**src/rtl/mips_pkg.sv**
```systemverilog
// mips_pkg: shared types and constants for the MIPS data-memory bridge.
package mips_pkg;
  typedef enum logic [1:0] {IDLE, REQ, WAIT_RSP, DONE} dmem_state_e;
  localparam logic [31:0] DMEM_ERR_DATA = 32'hDEAD_BEEF;
endpackage

```
**src/rtl/dmem_bus_bridge_timeout_ctr.sv**
```systemverilog
// dmem_timeout_ctr: counts cycles since clear; expired flags the TIMEOUT_CYCLES-th counted cycle.
module dmem_timeout_ctr #(
  parameter int TIMEOUT_CYCLES = 64
) (
  input  logic clk,
  input  logic rst_n,
  input  logic clear,
  input  logic inc,
  output logic expired
);
  localparam int CW = $clog2(TIMEOUT_CYCLES + 1);
  logic [CW-1:0] cnt_q, cnt_d;
  always_comb cnt_d = clear ? '0 : inc ? cnt_q + 1'b1 : cnt_q;
  always_ff @(posedge clk or negedge rst_n)
    if (!rst_n) cnt_q <= '0;
    else cnt_q <= cnt_d;
  assign expired = cnt_q == CW'(TIMEOUT_CYCLES - 1);
endmodule

```
**src/rtl/dmem_bus_bridge.sv**
```systemverilog
// dmem_bus_bridge: stalls the single-cycle core while its lw/sw runs as a valid/ready bus transaction.
// Optional DMEM_TIMEOUT_EN bounds WAIT_RSP and raises a sticky bus_err.
module dmem_bus_bridge
  import mips_pkg::*;
#(
  parameter int AW = 32,
  parameter int DW = 32,
  parameter int TIMEOUT_CYCLES = 64
) (
  input  logic          clk,
  input  logic          rst_n,
  input  logic          core_rd,
  input  logic          core_wr,
  input  logic [AW-1:0] core_addr,
  input  logic [DW-1:0] core_wdata,
  output logic [DW-1:0] core_rdata,
  output logic          core_stall,
  output logic          bus_req_valid,
  input  logic          bus_req_ready,
  output logic          bus_req_we,
  output logic [AW-1:0] bus_req_addr,
  output logic [DW-1:0] bus_req_wdata,
  input  logic          bus_rsp_valid,
  input  logic [DW-1:0] bus_rsp_data,
  output logic          bus_err
);
  dmem_state_e state_q, state_d;
  logic          we_q;
  logic [AW-1:0] addr_q;
  logic [DW-1:0] wdata_q, rdata_q, rdata_d;
  logic          access, capture, rsp_take, timeout;
  assign access   = core_rd | core_wr;
  assign capture  = state_q == IDLE && access;
  assign rsp_take = bus_rsp_valid && ((state_q == REQ && bus_req_ready) || state_q == WAIT_RSP);
`ifdef DMEM_TIMEOUT_EN
  logic expired, err_q;
  dmem_timeout_ctr #(.TIMEOUT_CYCLES(TIMEOUT_CYCLES)) u_tmo (
    .clk(clk), .rst_n(rst_n),
    .clear(state_q != WAIT_RSP), .inc(state_q == WAIT_RSP), .expired(expired)
  );
  assign timeout = state_q == WAIT_RSP && expired && !bus_rsp_valid;
  always_ff @(posedge clk or negedge rst_n)
    if (!rst_n) err_q <= 1'b0;
    else if (timeout) err_q <= 1'b1;
  assign bus_err = err_q;
`else
  assign timeout = 1'b0;
  assign bus_err = 1'b0;
`endif
  always_ff @(posedge clk or negedge rst_n)
    if (!rst_n) state_q <= IDLE;
    else state_q <= state_d;
  always_comb begin
    state_d = state_q;
    case (state_q)
      IDLE:     state_d = access ? REQ : IDLE;
      REQ:      state_d = !bus_req_ready ? REQ : bus_rsp_valid ? DONE : WAIT_RSP;
      WAIT_RSP: state_d = (bus_rsp_valid || timeout) ? DONE : WAIT_RSP;
      default:  state_d = IDLE;
    endcase
  end
  assign bus_req_valid = state_q == REQ;
  assign core_stall    = capture || state_q == REQ || state_q == WAIT_RSP;
  // Write acks never disturb the last load result.
  assign rdata_d = timeout ? DW'(DMEM_ERR_DATA) : (rsp_take && !we_q) ? bus_rsp_data : rdata_q;
  always_ff @(posedge clk or negedge rst_n)
    if (!rst_n) begin
      we_q    <= 1'b0;
      addr_q  <= '0;
      wdata_q <= '0;
      rdata_q <= '0;
    end else begin
      rdata_q <= rdata_d;
      if (capture) begin
        we_q    <= core_wr;
        addr_q  <= core_addr;
        wdata_q <= core_wdata;
      end
    end
  assign bus_req_we    = we_q;
  assign bus_req_addr  = addr_q;
  assign bus_req_wdata = wdata_q;
  assign core_rdata    = rdata_q;
endmodule

```
**config.mk**
```make
export PLATFORM = sky130hd
export DESIGN_NAME = dmem_bus_bridge
export DESIGN_NICKNAME = d
export VERILOG_FILES = /design/src/rtl/mips_pkg.sv /design/src/rtl/dmem_bus_bridge_timeout_ctr.sv /design/src/rtl/dmem_bus_bridge.sv
export SDC_FILE = /design/constraint.sdc
export NUM_CORES = 1
export LEC_CHECK = 0
export CORE_MARGIN = 2
export CORE_UTILIZATION = 25
export DETAILED_ROUTE_END_ITERATION = 16
export GPL_TIMING_DRIVEN = 1
export HOLD_SLACK_MARGIN = 0.15
export PLACE_DENSITY = 0.51
export SETUP_SLACK_MARGIN = 0.15
export SLEW_MARGIN = 15
export SYNTH_ARGS = -nofsm -noshare
export SYNTH_HDL_FRONTEND = slang
export SYNTH_SLANG_ARGS = --single-unit
```
**constraint.sdc**
```tcl
create_clock -name clk -period 1.5 [get_ports clk]
set_input_delay 0.3 -clock clk [delete_from_list [all_inputs] [get_ports clk]]
set_output_delay 0.3 -clock clk [all_outputs]
set_load 0.01 [all_outputs]
```
# Word-level counts from Yosys, hierarchy flattened
# Index checks and enable logic that the tools add are counted.
[word_totals]
regBits = 99
input_bits = 102
output_inout_bits = 100
wordCells = 21
[op_classes]
n_eq_ne = 2
n_mux = 4
bitwise_logic = 1
reduce_logical = 9
[ops]
columns = ["operator", "n"]
rows = [
  ["$pmux 2 s3", 1],
  ["$logic_and 1x1->1", 4],
  ["$logic_or 1x1->1", 3],
  ["$eq 2x1->1 const B", 1],
  ["$eq 2x2->1 const B", 1],
  ["$logic_not 2->1", 1],
  ["$mux 1", 2],
  ["$mux 2", 1],
  ["$logic_not 1->1", 1],
  ["$or 1x1->1", 1],
]

# Depth between registers and ports, before layout
[logic_depth]
word_depth = 5
mapped_depth = 6
mapped_depth_nobuf = 3

# Worst setup path before layout
# Ideal clock, no wire load.
[synth_timing]
kind = "register -> output"
start = "reg state_q[1]"
end = "out core_stall"
arrival_ps = 1159
required_time_ps = 1200
setup_slack_ps = 41
stages_incl_launch_ff = 6
n_path_buf = 3
cell_sequence = "dfrtp_1 -> buf_4 -> buf_4 -> buf_2 -> nor4_1 -> a21oi_1"
[synth_via]
elab_chain_cells = 4
word_cells_on_any_way = 6
classes_between = "eq/ne: 2; reduce/logical: 4"
[synth_rtl]
columns = ["item", "line", "text"]
rows = [
  ["start: declaration", "dmem_bus_bridge.sv:27", "dmem_state_e state_q, state_d;"],
  ["start signal: assignment", "dmem_bus_bridge.sv:52", "else state_q <= state_d;"],
  ["$logic_not 2->1", "dmem_bus_bridge.sv:33", "assign capture = state_q == IDLE && access;"],
  ["$logic_and 1x1->1", "dmem_bus_bridge.sv:33", ""],
  ["$logic_or 1x1->1", "dmem_bus_bridge.sv:63", "assign core_stall = capture || state_q == REQ || state_q == WAIT_RSP;"],
  ["$logic_or 1x1->1 *", "dmem_bus_bridge.sv:63", ""],
  ["end: declaration", "dmem_bus_bridge.sv:17", "output logic core_stall,"],
]
# Mark *: on every way between the ends. The rest lies on a longest branch, timed or not.

# Final worst setup path
# Ends and elaborated chain as after synthesis.

==> flow_metrics.tcl <==
set metrics [dict create \
    outcome "finished, violations left" \
    violations "negative setup slack" \
    max_stage_delay_ns 0.45 \
    post-synth-top-area-fraction 0.506 \
    postRouteAntennaNets 0 \
    drt-initial-drc-count 136 \
    cts_tree "yes" \
    r2r_end "bus_req_addr[15]" \
    initial_core_util 0.253 \
    crit_required_ns 1.20 \
    drv_cap 0 \
    drive_above_1_share 0.318 \
    rsz0062_at_grt "true" \
    critPathTopFamily "flip-flops" \
    finalCritPeriodShare 1.05 \
    critical_path_class "register to output port" \
    cp_slowest_cell "dfrtp_2" \
    timing.critical_path.buf_inv 1 \
    drt_wl_total_mm 17.2 \
    timing.fmax_mhz 633 \
    drv_slew 0 \
    setup_violations 58 \
    yosys-top-cells-count "dfrtp_1 (99), nand2b_1 (65), o22ai_1 (64)" \
    drc_errors 0 \
    synth_most_common_cell "dfrtp_1" \
    pin_count 202 \
    clock_latency_ns 0.35 \
    seqPwrFrac 0.267 \
    irDropWorstVdd_uv 632 \
    grt.total_usage 0.158 \
    min_to "bus_req_we" \
    fin_crit_ns 1.58 \
    pwr-share-comb 0.599 \
    skew_ns 0.00798 \
    syn-num-nets 515 \
    synth_async_sr_flop_share 1.00 \
    avgSynthCellArea_um2 11.9 \
    synth-edff-count 0 \
    cp_max_fo 4 \
    dieArea_um2 20700 \
    dp_slack_ns -0.395 \
    start_kind "register" \
    synthTopCellsByArea "dfrtp_1 (51%), mux2_4 (12%), nand2b_1 (8.3%)" \
    io_buffers 200 \
    p_int_uw 11200 \
    setup_ws_ns -0.0801 \
    power.leakage_uw 0.00374 \
    dp_hpwl_mm 10.8 \
    grt_pass1_vias 4404 \
    rr_worst_depth 6 \
    power_uw 17700 \
    cp_cell_sequence "nor4_2 > a21oi_1 > buf_2" \
    p_switching_uw 6490 \
    crit_path_start "state_q[1]" \
    ys_ff_latch 99 \
    synth_cells 413 \
    holdCritStartpoint "core_wr" \
    finalNetCount 774 \
    cts_sinks 99 \
    dp_cells 869 \
    area_growth_pct 74.1 \
    grt_max_degree 52 \
    yosys_warnings 0 \
    n_antenna_cell 0 \
    die_x_um 144 \
    clkPwrFrac 0.133 \
    cts.clk_slew.worst_paths_ns 0.08 \
    hp-class "input port to register" \
    ys_types 24 \
    detail_route.vias_per_cell 4.64 \
    fp.dieH_um 144 \
    synth-main-ff-cell "dfrtp_1" \
    root_buffer "clkbuf_16" \
    core_area_um2 19300 \
    endpoint_kind "output port" \
    layout.cells.non_filler 942 \
    netlist_area_um2 4890 \
    grt_overflow_total 0 \
    htreeDepth 3 \
    arrival_ns 1.28 \
    ys_seq_area_frac 0.506 \
    synth_top_area_cell "dfrtp_1" \
    finalHoldViolCount 0 \
    hold_path_depth 2 \
    reg2reg_slack_ns -0.08 \
    power_density_nw_per_um2 2080 \
    grt_pass1_wl_mm 25.1 \
    first_pass_iters 4 \
    gp_congestion 0.711 \
    cts_buffers 9 \
    rows 51 \
    routed-via-count 4374 \
    r2r_start "state_q[1]" \
    netSwitchingFraction 0.366 \
    wl_per_cell_um 18.2 \
    clock_path_buffers 2 \
    antenna_found_initial 0 \
]
==> power by group through the flow <==
stage	clock network, uW	registers (uW)	logic (uW)
2_1_floorplan	0	5300	4420
3_3_place_gp	0	4830	8940
3_5_place_dp	0	4890	9110
4_1_cts	2450	4720	9730
5_1_grt	2550	4900	11400
6_report	2370	4740	10600
==> kinds of logic after synthesis <==
family | count (synthesis) | share of synthesized area
and+or+nand+nor | 104 | 0.118
other | 1 | 0.000766
DFF | 99 | 0.506
AOI/OAI and AO/OA | 101 | 0.146
buffers and inverters | 43 | 0.0496
muxes | 65 | 0.179
==> through the flow <==
step,setup TNS [ns],hold slack [ns],utilization,cell area (um2)
finish,-2.63,0.366,0.441,8520
global route,-5.20,0.381,0.441,8520
CTS,-1.69,0.490,0.418,8090
detailed placement,-29.38,0.326,0.381,7370
global placement,-26.09,0.320,0.381,7370
floorplan,0,0.00441,-,4900
==> placed cells by master (no fill, tap or decap), types with 2 or more instances in the layout <==
cell type | synthesis | layout
dfrtp_2 | 0 | 3
nor2b_2 | 0 | 2
buf_6 | 5 | 15
o22ai_2 | 0 | 8
inv_8 | 0 | 2
clkdlybuf4s50_1 | 0 | 98
buf_4 | 4 | 51
clkbuf_16 | 0 | 15
clkdlybuf4s15_1 | 0 | 64
dlygate4sd2_1 | 0 | 28
mux2_4 | 39 | 39
buf_12 | 0 | 13
buf_16 | 0 | 4
nor2_1 | 32 | 32
a221oi_2 | 0 | 16
a221oi_1 | 32 | 15
o22ai_1 | 64 | 56
clkbuf_2 | 0 | 5
inv_6 | 0 | 2
mux2_2 | 26 | 26
nand2b_1 | 65 | 64
dfrtp_1 | 99 | 96
==> layout make-up <==
class | instances | area [um2]
Clock buffer | 10 | 239
Multi-Input combinational cell | 271 | 2380
Timing Repair Buffer | 289 | 3020
Fill cell | 1784 | 10800
Clock inverter | 6 | 56.3
Inverter | 2 | 20.0
Tap cell | 265 | 332
Sequential cell | 99 | 2480
==> timing repair <==
| item | in CTS | in global routing |
|---|---|---|
| cloned | 5 | 6 |
| gates resized for setup | 174 | 79 |
| endpoints found under the hold margin | 99 | 0 |
| setup buffers | 29 | 16 |
| hold buffers | 1 | 0 |
| setup endpoints to repair | 191 | 153 |
| pin swaps | 5 | 2 |
==> routing by layer <==
| metal | GRT usage | share of wire |
|---|---|---|
| met1 | 0.199 | 0.42 |
| met2 | 0.271 | 0.51 |
| met3 | 0.0247 | 0.049 |
| met4 | 0.0609 | 0.023 |
| met5 | 0 | 0 |
==> sequential cells by signal, summed over array words and instances (netlist names) <==
name / cells
bus_req_addr: 32
bus_req_wdata: 32
bus_req_we: 1
core_rdata: 32
state_q: 2
==> worst max path at each step <==
stage | end | slack, ns | cells after the start
6_report | core_stall | -0.08 | 3
4_1_cts | core_stall | -0.09 | 3
3_5_place_dp | core_stall | -0.40 | 4
2_1_floorplan | bus_req_addr[0] | 0.15 | 6
3_3_place_gp | core_stall | -0.42 | 4
5_1_grt | core_stall | -0.16 | 4
Note: power is estimated with default switching activity, not from simulation.
